==> src/rtl/ahb2_apb_bridge_pkg.sv <==
// AHB2 bus codes, bridge state type and the APB select decoder
// shared by the AHB2-to-APB bridge slice.
package ahb2_pkg;

    localparam logic [1:0] HTRANS_IDLE   = 2'b00;
    localparam logic [1:0] HTRANS_BUSY   = 2'b01;
    localparam logic [1:0] HTRANS_NONSEQ = 2'b10;
    localparam logic [1:0] HTRANS_SEQ    = 2'b11;

    localparam logic [1:0] HRESP_OKAY  = 2'b00;
    localparam logic [1:0] HRESP_ERROR = 2'b01;
    localparam logic [1:0] HRESP_RETRY = 2'b10;
    localparam logic [1:0] HRESP_SPLIT = 2'b11;

    localparam logic [2:0] HBURST_SINGLE = 3'd0;
    localparam logic [2:0] HBURST_INCR   = 3'd1;
    localparam logic [2:0] HBURST_WRAP4  = 3'd2;
    localparam logic [2:0] HBURST_INCR4  = 3'd3;
    localparam logic [2:0] HBURST_WRAP8  = 3'd4;
    localparam logic [2:0] HBURST_INCR8  = 3'd5;
    localparam logic [2:0] HBURST_WRAP16 = 3'd6;
    localparam logic [2:0] HBURST_INCR16 = 3'd7;

    localparam logic [2:0] HSIZE_BYTE = 3'd0;
    localparam logic [2:0] HSIZE_HALF = 3'd1;
    localparam logic [2:0] HSIZE_WORD = 3'd2;

    typedef enum logic [1:0] {
        IDLE,
        WWAIT,
        SETUP,
        ACCESS
    } bridge_state_t;

    function automatic logic [31:0] onehot(input int unsigned idx,
                                           input int unsigned cnt);
        logic [31:0] v;
        v = '0;
        for (int unsigned i = 0; i < 32; i++) begin
            if (i == idx && i < cnt) v[i] = 1'b1;
        end
        return v;
    endfunction

endpackage

==> src/rtl/ahb2_apb_bridge_if.sv <==
// Slave-side AHB2 signals and APB master signals of the bridge.
// The bridge uses the slave view; the driving fabric uses master.
interface ahb2_apb_bridge_if #(
    parameter int PADDR_W  = 16,
    parameter int PSEL_CNT = 4
);

    logic                hsel;
    logic [31:0]         haddr;
    logic [1:0]          htrans;
    logic                hwrite;
    logic [2:0]          hsize;
    logic [2:0]          hburst;
    logic [3:0]          hprot;
    logic [31:0]         hwdata;
    logic                hreadyi;
    logic [31:0]         hrdata;
    logic                hreadyo;
    logic [1:0]          hresp;
    logic [PSEL_CNT-1:0] psel;
    logic                penable;
    logic [PADDR_W-1:0]  paddr;
    logic                pwrite;
    logic [31:0]         pwdata;
    logic [31:0]         prdata;

    modport slave (
        input  hsel, haddr, htrans, hwrite, hsize, hburst,
        input  hprot, hwdata, hreadyi, prdata,
        output hrdata, hreadyo, hresp,
        output psel, penable, paddr, pwrite, pwdata
    );

    modport master (
        output hsel, haddr, htrans, hwrite, hsize, hburst,
        output hprot, hwdata, hreadyi, prdata,
        input  hrdata, hreadyo, hresp,
        input  psel, penable, paddr, pwrite, pwdata
    );

endinterface

==> src/rtl/ahb2_apb_bridge.sv <==
// AHB2 slave to AMBA2 APB bridge: each accepted AHB transfer
// becomes one APB SETUP+ACCESS pair, writes first wait for hwdata.
module ahb2_apb_bridge
    import ahb2_pkg::*;
#(
    parameter int PADDR_W  = 16,
    parameter int PSEL_CNT = 4,
    parameter int PSEL_LSB = 12
) (
    input  logic              hclk,
    input  logic              hreset_n,
    ahb2_apb_bridge_if.slave  bus
);

    localparam int SEL_W = $clog2(PSEL_CNT);

    bridge_state_t       state_q, state_d;
    logic [PADDR_W-1:0]  a_addr_q, a_addr_d;
    logic [PSEL_CNT-1:0] a_sel_q, a_sel_d;
    logic                a_write_q, a_write_d;
    logic [PSEL_CNT-1:0] psel_q, psel_d;
    logic                penable_q, penable_d;
    logic [PADDR_W-1:0]  paddr_q, paddr_d;
    logic                pwrite_q, pwrite_d;
    logic [31:0]         pwdata_q, pwdata_d;

    logic        acc;
    logic [31:0] sel_oh;
    logic        unused_bits;

    assign acc    = bus.hsel & bus.hreadyi & bus.htrans[1];
    assign sel_oh = onehot(int'(bus.haddr[PSEL_LSB +: SEL_W]), PSEL_CNT);

    always_comb begin
        state_d   = state_q;
        a_addr_d  = a_addr_q;
        a_sel_d   = a_sel_q;
        a_write_d = a_write_q;
        pwdata_d  = pwdata_q;
        unique case (state_q)
            IDLE, ACCESS: begin
                state_d = IDLE;
                if (acc) begin
                    state_d   = bus.hwrite ? WWAIT : SETUP;
                    a_addr_d  = bus.haddr[PADDR_W-1:0];
                    a_sel_d   = sel_oh[PSEL_CNT-1:0];
                    a_write_d = bus.hwrite;
                end
            end
            WWAIT: begin
                pwdata_d = bus.hwdata;
                state_d  = SETUP;
            end
            SETUP:   state_d = ACCESS;
            default: state_d = IDLE;
        endcase
    end

    // APB outputs are registered, so they follow the next state
    always_comb begin
        psel_d    = '0;
        penable_d = 1'b0;
        paddr_d   = paddr_q;
        pwrite_d  = pwrite_q;
        if (state_d == SETUP || state_d == ACCESS) psel_d = a_sel_d;
        if (state_d == ACCESS) penable_d = 1'b1;
        if (state_d == SETUP) begin
            paddr_d  = a_addr_d;
            pwrite_d = a_write_d;
        end
    end

    always_ff @(posedge hclk or negedge hreset_n) begin
        if (!hreset_n) begin
            state_q   <= IDLE;
            a_addr_q  <= '0;
            a_sel_q   <= '0;
            a_write_q <= 1'b0;
            psel_q    <= '0;
            penable_q <= 1'b0;
            paddr_q   <= '0;
            pwrite_q  <= 1'b0;
            pwdata_q  <= '0;
        end else begin
            state_q   <= state_d;
            a_addr_q  <= a_addr_d;
            a_sel_q   <= a_sel_d;
            a_write_q <= a_write_d;
            psel_q    <= psel_d;
            penable_q <= penable_d;
            paddr_q   <= paddr_d;
            pwrite_q  <= pwrite_d;
            pwdata_q  <= pwdata_d;
        end
    end

    assign bus.psel    = psel_q;
    assign bus.penable = penable_q;
    assign bus.paddr   = paddr_q;
    assign bus.pwrite  = pwrite_q;
    assign bus.pwdata  = pwdata_q;
    assign bus.hreadyo = (state_q == IDLE) || (state_q == ACCESS);
    assign bus.hrdata  = (state_q == ACCESS && !a_write_q) ? bus.prdata : '0;
    assign bus.hresp   = HRESP_OKAY;

    // word-only bridge: size, burst, protection and upper address unused
    assign unused_bits = ^{bus.haddr, bus.htrans[0], bus.hsize,
                           bus.hburst, bus.hprot, sel_oh};

endmodule

==> src/flat_wrapper.sv <==
// flat-port wrapper written by rule: the top's interface ports become plain ports
module ahb2_apb_bridge_flat import ahb2_pkg::*;
#(
    parameter int PADDR_W  = 16,
    parameter int PSEL_CNT = 4,
    parameter int PSEL_LSB = 12
)
  (hclk, hreset_n, bus_hsel, bus_haddr, bus_htrans, bus_hwrite, bus_hsize, bus_hburst, bus_hprot, bus_hwdata, bus_hreadyi, bus_prdata, bus_hrdata, bus_hreadyo, bus_hresp, bus_psel, bus_penable, bus_paddr, bus_pwrite, bus_pwdata);
  ahb2_apb_bridge_if #(.PADDR_W(PADDR_W), .PSEL_CNT(PSEL_CNT)) bus_i ();
  input  logic hclk;
  input  logic hreset_n;
  input wire logic [$bits(bus_i.hsel)-1:0] bus_hsel;
  input wire logic [$bits(bus_i.haddr)-1:0] bus_haddr;
  input wire logic [$bits(bus_i.htrans)-1:0] bus_htrans;
  input wire logic [$bits(bus_i.hwrite)-1:0] bus_hwrite;
  input wire logic [$bits(bus_i.hsize)-1:0] bus_hsize;
  input wire logic [$bits(bus_i.hburst)-1:0] bus_hburst;
  input wire logic [$bits(bus_i.hprot)-1:0] bus_hprot;
  input wire logic [$bits(bus_i.hwdata)-1:0] bus_hwdata;
  input wire logic [$bits(bus_i.hreadyi)-1:0] bus_hreadyi;
  input wire logic [$bits(bus_i.prdata)-1:0] bus_prdata;
  output wire logic [$bits(bus_i.hrdata)-1:0] bus_hrdata;
  output wire logic [$bits(bus_i.hreadyo)-1:0] bus_hreadyo;
  output wire logic [$bits(bus_i.hresp)-1:0] bus_hresp;
  output wire logic [$bits(bus_i.psel)-1:0] bus_psel;
  output wire logic [$bits(bus_i.penable)-1:0] bus_penable;
  output wire logic [$bits(bus_i.paddr)-1:0] bus_paddr;
  output wire logic [$bits(bus_i.pwrite)-1:0] bus_pwrite;
  output wire logic [$bits(bus_i.pwdata)-1:0] bus_pwdata;
  assign bus_i.hsel = bus_hsel;
  assign bus_i.haddr = bus_haddr;
  assign bus_i.htrans = bus_htrans;
  assign bus_i.hwrite = bus_hwrite;
  assign bus_i.hsize = bus_hsize;
  assign bus_i.hburst = bus_hburst;
  assign bus_i.hprot = bus_hprot;
  assign bus_i.hwdata = bus_hwdata;
  assign bus_i.hreadyi = bus_hreadyi;
  assign bus_i.prdata = bus_prdata;
  assign bus_hrdata = bus_i.hrdata;
  assign bus_hreadyo = bus_i.hreadyo;
  assign bus_hresp = bus_i.hresp;
  assign bus_psel = bus_i.psel;
  assign bus_penable = bus_i.penable;
  assign bus_paddr = bus_i.paddr;
  assign bus_pwrite = bus_i.pwrite;
  assign bus_pwdata = bus_i.pwdata;
  ahb2_apb_bridge #(.PADDR_W(PADDR_W), .PSEL_CNT(PSEL_CNT), .PSEL_LSB(PSEL_LSB)) u_core (.hclk(hclk), .hreset_n(hreset_n), .bus(bus_i));
endmodule
==> config.mk <==
export PLATFORM = sky130hd
export DESIGN_NAME = ahb2_apb_bridge_flat
export DESIGN_NICKNAME = d
export VERILOG_FILES = /design/src/rtl/ahb2_apb_bridge_pkg.sv /design/src/rtl/ahb2_apb_bridge_if.sv /design/src/rtl/ahb2_apb_bridge.sv /design/src/flat_wrapper.sv
export SDC_FILE = /design/constraint.sdc
export NUM_CORES = 1
export LEC_CHECK = 0
export CAP_MARGIN = 5
export CORE_UTILIZATION = 34
export CTS_CLUSTER_SIZE = 40
export DETAILED_ROUTE_END_ITERATION = 8
export GPL_TIMING_DRIVEN = 1
export PLACE_DENSITY = 0.71
export SETUP_SLACK_MARGIN = 0.3
export SLEW_MARGIN = 40
export SYNTH_ARGS = -nofsm -noshare
export SYNTH_HDL_FRONTEND = slang
export SYNTH_SLANG_ARGS = --single-unit
export TNS_END_PERCENT = 10
==> constraint.sdc <==
create_clock -name hclk -period 5.4 [get_ports hclk]
set_input_delay 1.08 -clock hclk [delete_from_list [all_inputs] [get_ports hclk]]
set_output_delay 1.08 -clock hclk [all_outputs]
set_load 0.01 [all_outputs]
==> flow_summary.ini <==
[worst_setup_path]
cp-start-kind = input port
critPathCaptureType = output pin
worstPathRequired_ns = 4.32
path_max_fanout = 1
crit_type = in2out
critPathArrivalTime_ns = 2.20

[clocking]
postCtsSetupRepairBufs = 0
cts_buffers = 9
cts_hold_buf = 0
post_cts_resized = 0
root_buffer = clkbuf_8
clock_latency_ns = 0.35
htreeDepth = 3
cts_tree = done
cts_num_sinks = 77
clk_pin_slew_ns = 0.08
cts_max_path_buffers = 2

[grt]
grtUsageMet3_pct = 6.128
antenna_found_initial = 0
busiest_layer = met2
grt_util_all_layers_pct = 14.93
grt_use_met2_pct = 25.94
grt_max_degree = 78
grt_remaining_overflow = 0
gr-usage-met1_pct = 16.09
grt_pass1_vias = 2427
grt_first_pass_wirelength_um = 11420

[pwr]
p_per_area_nw_per_um2 = 542.2
p_leak_nw = 2.298
vdd_drop_max_mv = 0.2979

[timing]
final.setup.tns_ns = 0
tightest_slew_ns = 0.6799
holdWs_ns = 0.4679
setup_violations = 0
finalCriticalPeriod_ns = 3.276
hold_viol_final = 0
rsz0062_at_grt = false
drv_slew = 0
slew_headroom_pct = 54.68
fmax_ghz = 0.3053
fin_crit_sh_pct = 60.67
skew_ns = 0.005037

[route]
drt-initial-drc-count = 74
vias = 2327
firstDrtPassIters = 3
routed_wl_um = 7347
wl_per_cell_um = 13.91
vias_per_cell = 4.407
remaining_drc_errors = 0
postRouteAntennaNets = 0

[yosys]
synth_area_um2 = 3257
syn_area_per_cell_um2 = 14.87
ys.flop_type = dfrtp_1
ys_ff_latch = 77
synth_cell_types = 23
synth-edff-count = 0
async_reset_ff_share_pct = 100.0
synth_cells = 219
yosysSeqAreaShare_pct = 59.16
yosysWarnings = 0

[place]
portBuffers = 172
dpl.cell_count = 512
hpwlAfterDp_um = 5492
place.gp.congestion = 0.6775

[floorplanning]
die_x_um = 99.87
core-area_um2 = 9240
dieArea_um2 = 9974
die_h_um = 99.87
rows = 35
initial_utilization_pct = 35.25
io_pins = 202

[worst_hold_path]
hold_path_class = reg2reg

[final_layout]
insertedDiodeCount = 0
mostFrequentLayoutCell = clkdlybuf4s50_1
most-common-layout-cells = clkdlybuf4s50_1 (171), dfrtp_1 (77), mux2_2 (41), and2_1 (32), mux2_4 (25)
synthToLayoutAreaGrowth_pct = 63.31
fin_nets = 510
drive_above_1_share_pct = 22.56
final_cells = 528

[flow_run]
maxCapViolCount = 0

[outcome]
status = finished, final reports clean
[metrics by stage]
stage          power, mW  util, %  cell area, um^2  setup slack [ns]
4_1_cts            2.930    57.56             5319             2.113
3_5_place_dp       2.434    55.15             5096             2.113
5_1_grt            3.060    57.56             5319             2.092
2_1_floorplan      1.750        -             3261             3.092
3_3_place_gp       2.391    54.99             5081             2.107
6_report           2.884    57.56             5319             2.124
[layout make-up]
cell class,count,area (um^2)
fill,796,3921
sequential,77,1927
timing repair buffer,175,1749
multi-input combinational,128,1247
tap,129,161.4
clock buffer,9,123.9
clock inverter,7,98.84
inverter,3,11.26
[critical path, cell delays in order]
cell and delay (ns):
clkdlybuf4s50_1 0.44, and2_1 0.10, clkdlybuf4s50_1 0.57
[per-layer routing]
metal / wire length, um / vias to the layer above
li1: - / 1081
met1: 2743 / 1122
met2: 3705 / 114
met3: 750 / 10
met4: 147 / 0
met5: 0 / -
[kinds of logic (layout without fill, tap and decap cells)]
logic type,after synthesis,after routing,synth area share (%)
flops,77,77,59.16
mux,67,67,26.39
simple gates,51,51,9.758
buf+inv,15,194,2.650
compound gates,5,5,0.7682
fa+ha+maj,3,3,1.153
other cells,1,2,0.1151
[power breakdown]
| part | internal [mW] | switching [mW] | total, mW | leakage, nW |
|---|---|---|---|---|
| combinational | 0.895 | 0.510 | 1.40 | 1.26 |
| sequential | 0.873 | 0.127 | 1.00 | 0.931 |
| clock | 0.262 | 0.217 | 0.479 | 0.110 |
| total | 2.03 | 0.854 | 2.88 | 2.30 |
[cell usage after synthesis (2+ instances only)]
library cell	count	area, um^2
a21oi_1	4	20.02
and2_1	32	200.2
buf_1	3	11.26
buf_4	2	15.01
buf_6	3	33.78
clkbuf_1	4	15.01
dfrtp_1	77	1927
ha_1	3	37.54
inv_1	3	11.26
mux2_2	41	461.7
mux2_4	25	375.4
nand2_1	10	37.54
nand3b_1	2	15.01
[sequential cells by signal, summed over array words and instances, names as in the netlist]
| register | cells |
|---|---|
| u_core.a_addr_q | 16 |
| u_core.a_sel_q | 4 |
| u_core.a_write_q | 1 |
| u_core.bus.paddr | 16 |
| u_core.bus.penable | 1 |
| u_core.bus.psel | 4 |
| u_core.bus.pwdata | 32 |
| u_core.bus.pwrite | 1 |
| u_core.state_q | 2 |
[worst paths after layout]
check / from / endpoint / slack (ns) / cells after the start
max in group asynchronous: hreset_n / u_core.a_sel_q[2] / 4.19 / 1
min in group asynchronous: hreset_n / u_core.bus.pwdata[27] / 0.75 / 1
min reg2reg: u_core.a_sel_q[1] / u_core.a_sel_q[1] / 0.47 / 2
max reg2reg: u_core.state_q[0] / u_core.bus.paddr[0] / 3.17 / 5
min: u_core.a_sel_q[1] / u_core.a_sel_q[1] / 0.47 / 2
max: bus_prdata[24] / bus_hrdata[24] / 2.12 / 3
Note: power is estimated with default switching activity, not from simulation.
==> patch (same settings) <==
`PADDR_W` is set to 16 in 3 places; all go to 15.
--- a/src/rtl/ahb2_apb_bridge_if.sv
+++ b/src/rtl/ahb2_apb_bridge_if.sv
@@ -3,3 +3,3 @@
 interface ahb2_apb_bridge_if #(
-    parameter int PADDR_W  = 16,
+    parameter int PADDR_W  = 15,
     parameter int PSEL_CNT = 4
--- a/src/rtl/ahb2_apb_bridge.sv
+++ b/src/rtl/ahb2_apb_bridge.sv
@@ -5,3 +5,3 @@
 #(
-    parameter int PADDR_W  = 16,
+    parameter int PADDR_W  = 15,
     parameter int PSEL_CNT = 4,
--- a/src/flat_wrapper.sv
+++ b/src/flat_wrapper.sv
@@ -3,3 +3,3 @@
 #(
-    parameter int PADDR_W  = 16,
+    parameter int PADDR_W  = 15,
     parameter int PSEL_CNT = 4,
Ports: changed (resized bus_paddr); port bits go from 202 to 201. No check against the original RTL was run, so the function may have changed too.
==> patch against the original RTL <==
  * Power shrank 2.4%
  * Sequential cell count shrank 2
  * Area after synthesis shrank 2.2%
  * Final area shrank 2.3%
  * Wire length grew 1.9%
  * Critical path type unchanged
  * Setup slack lost 0.023 ns
  * Global-route usage grew 1.3 points
  * Largest cell class unchanged
  * Highest routed layer unchanged
==> patch: results (changes against the original RTL) <==
stage,metric,value,unit,change
clocking,# H-tree levels,3,,unchanged
sta,Worst-Margin Slew,0.661,ns,-0.0187 ns
global_route,initial antenna violation count,0,,unchanged
global_route,GRT Total Usage,0.162,,+0.0127
placement,placed instance count,484,,-5.5%
sta,Layout Skew,0.00553,ns,+0.000495 ns
placement,"worst slack, placed",2.08,ns,-0.0286 ns
route,DRT Pass-1 Iters,4,,+1
min_path,worst hold start,u_core.a_sel_q[2],,
placement,gpl congestion,0.779,,+15%
min_path,Hold Crit Endpoint,u_core.a_sel_q[2],,
global_route,first-pass GRT wire length,12100,um,+5.8%
power,LEAKAGE,2.25,nW,-1.9%
global_route,number of global-route vias before repair,2387,,-1.6%
worst_setup_path,CP startpoint,bus_prdata[28],,
yosys,top area cells in the synthesized netlist,"dfrtp_1 (59%), mux2_2 (14%), mux2_4 (12%), and2_1 (6.3%), ha_1 (1.2%)",,
route,Initial DRC Count,57,,-23%
outcome,run status,finished clean,,
placement,I/O Buffers,170,,-1.2%
power,peak supply drop,0.290,mV,-2.5%
worst_setup_path,R2R Setup Slk,3.18,ns,about the same
cells_and_area,# fillers,761,,-4.4%
clocking,number of gates resized after cts,0,,unchanged
clocking,total CTS buffers,9,,unchanged
clocking,Clock Latency Late Sink,0.34,ns,
placement,Post-DP HPWL,5670,um,+3.3%
yosys,Synth Instances,215,,-1.8%
cells_and_area,layout cells sized above 1,0.221,,-0.00419
route,routed vias/inst,4.56,,+3.5%
route,routed len/inst,14.9,um,+7.3%
worst_setup_path,"Worst Path Class, Setup",input port to output pin,,
sta,fin crit share,0.611,,+0.00426
global_route,largest net degree at the start of global routing,76,,-2.6%
yosys,post-synthesis sequential area ratio,0.589,,-0.00223
worst_setup_path,crit path DAT,2.22,ns,+0.02 ns
sta,Hold Worst Slack,0.474,ns,+0.00628 ns
yosys,most common library cells after synthesis,"dfrtp_1 (75), mux2_2 (39), and2_1 (32)",,
worst_setup_path,reg2reg end,u_core.bus.paddr[1],,
worst_setup_path,crit path to,bus_hrdata[28],,
clocking,Post-CTS Setup Bufs,0,,unchanged
-- patch: final cells by class --
class                      count  area, um2  share of cell area
clock buffer                  10        128              0.0246
sequential                    75       1880               0.361
multi-input combinational    126       1220               0.236
inverter                       3       11.3             0.00217
clock inverter                 6       90.1              0.0173
tap                          108        135              0.0260
timing repair buffer         173       1730               0.333
-- patch: logic make-up (layout without fill, tap and decap cells) --
logic type / after synthesis / in the layout / synth area share
fa+ha+maj: 3 / 3 / 0.0118
simple gates: 51 / 51 / 0.0998
compound gates: 5 / 5 / 0.00786
other cells: 1 / 2 / 0.00118
mux: 65 / 65 / 0.263
buf+inv: 15 / 192 / 0.0271
flops: 75 / 75 / 0.589
-- patch: worst max-delay path, stage by stage --
cell and delay (ns):
clkdlybuf4s50_1 0.49, and2_1 0.13, clkdlybuf4s50_1 0.53
-- patch: where the power goes --
| part | switching [mW] | internal (mW) | total, mW | leakage (nW) |
|---|---|---|---|---|
| registers | 0.122 | 0.850 | 0.972 | 0.907 |
| logic | 0.502 | 0.879 | 1.38 | 1.24 |
| clock network | 0.200 | 0.261 | 0.461 | 0.106 |
| total | 0.824 | 1.99 | 2.81 | 2.25 |
-- patch: stage by stage --
stage	area [um2]	utilization	power [mW]
after CTS	5180	0.583	2.85
after global placement	4960	0.558	2.34
after floorplan	3190	-	1.71
after detailed placement	4970	0.559	2.37
final	5190	0.584	2.81
after global routing	5190	0.584	2.99
-- patch: layer usage --
metal | part of all wire | GRT usage
met3 | 0.089 | 0.0546
met5 | 0 | 0
met2 | 0.53 | 0.288
met1 | 0.36 | 0.172
met4 | 0.023 | 0.0769
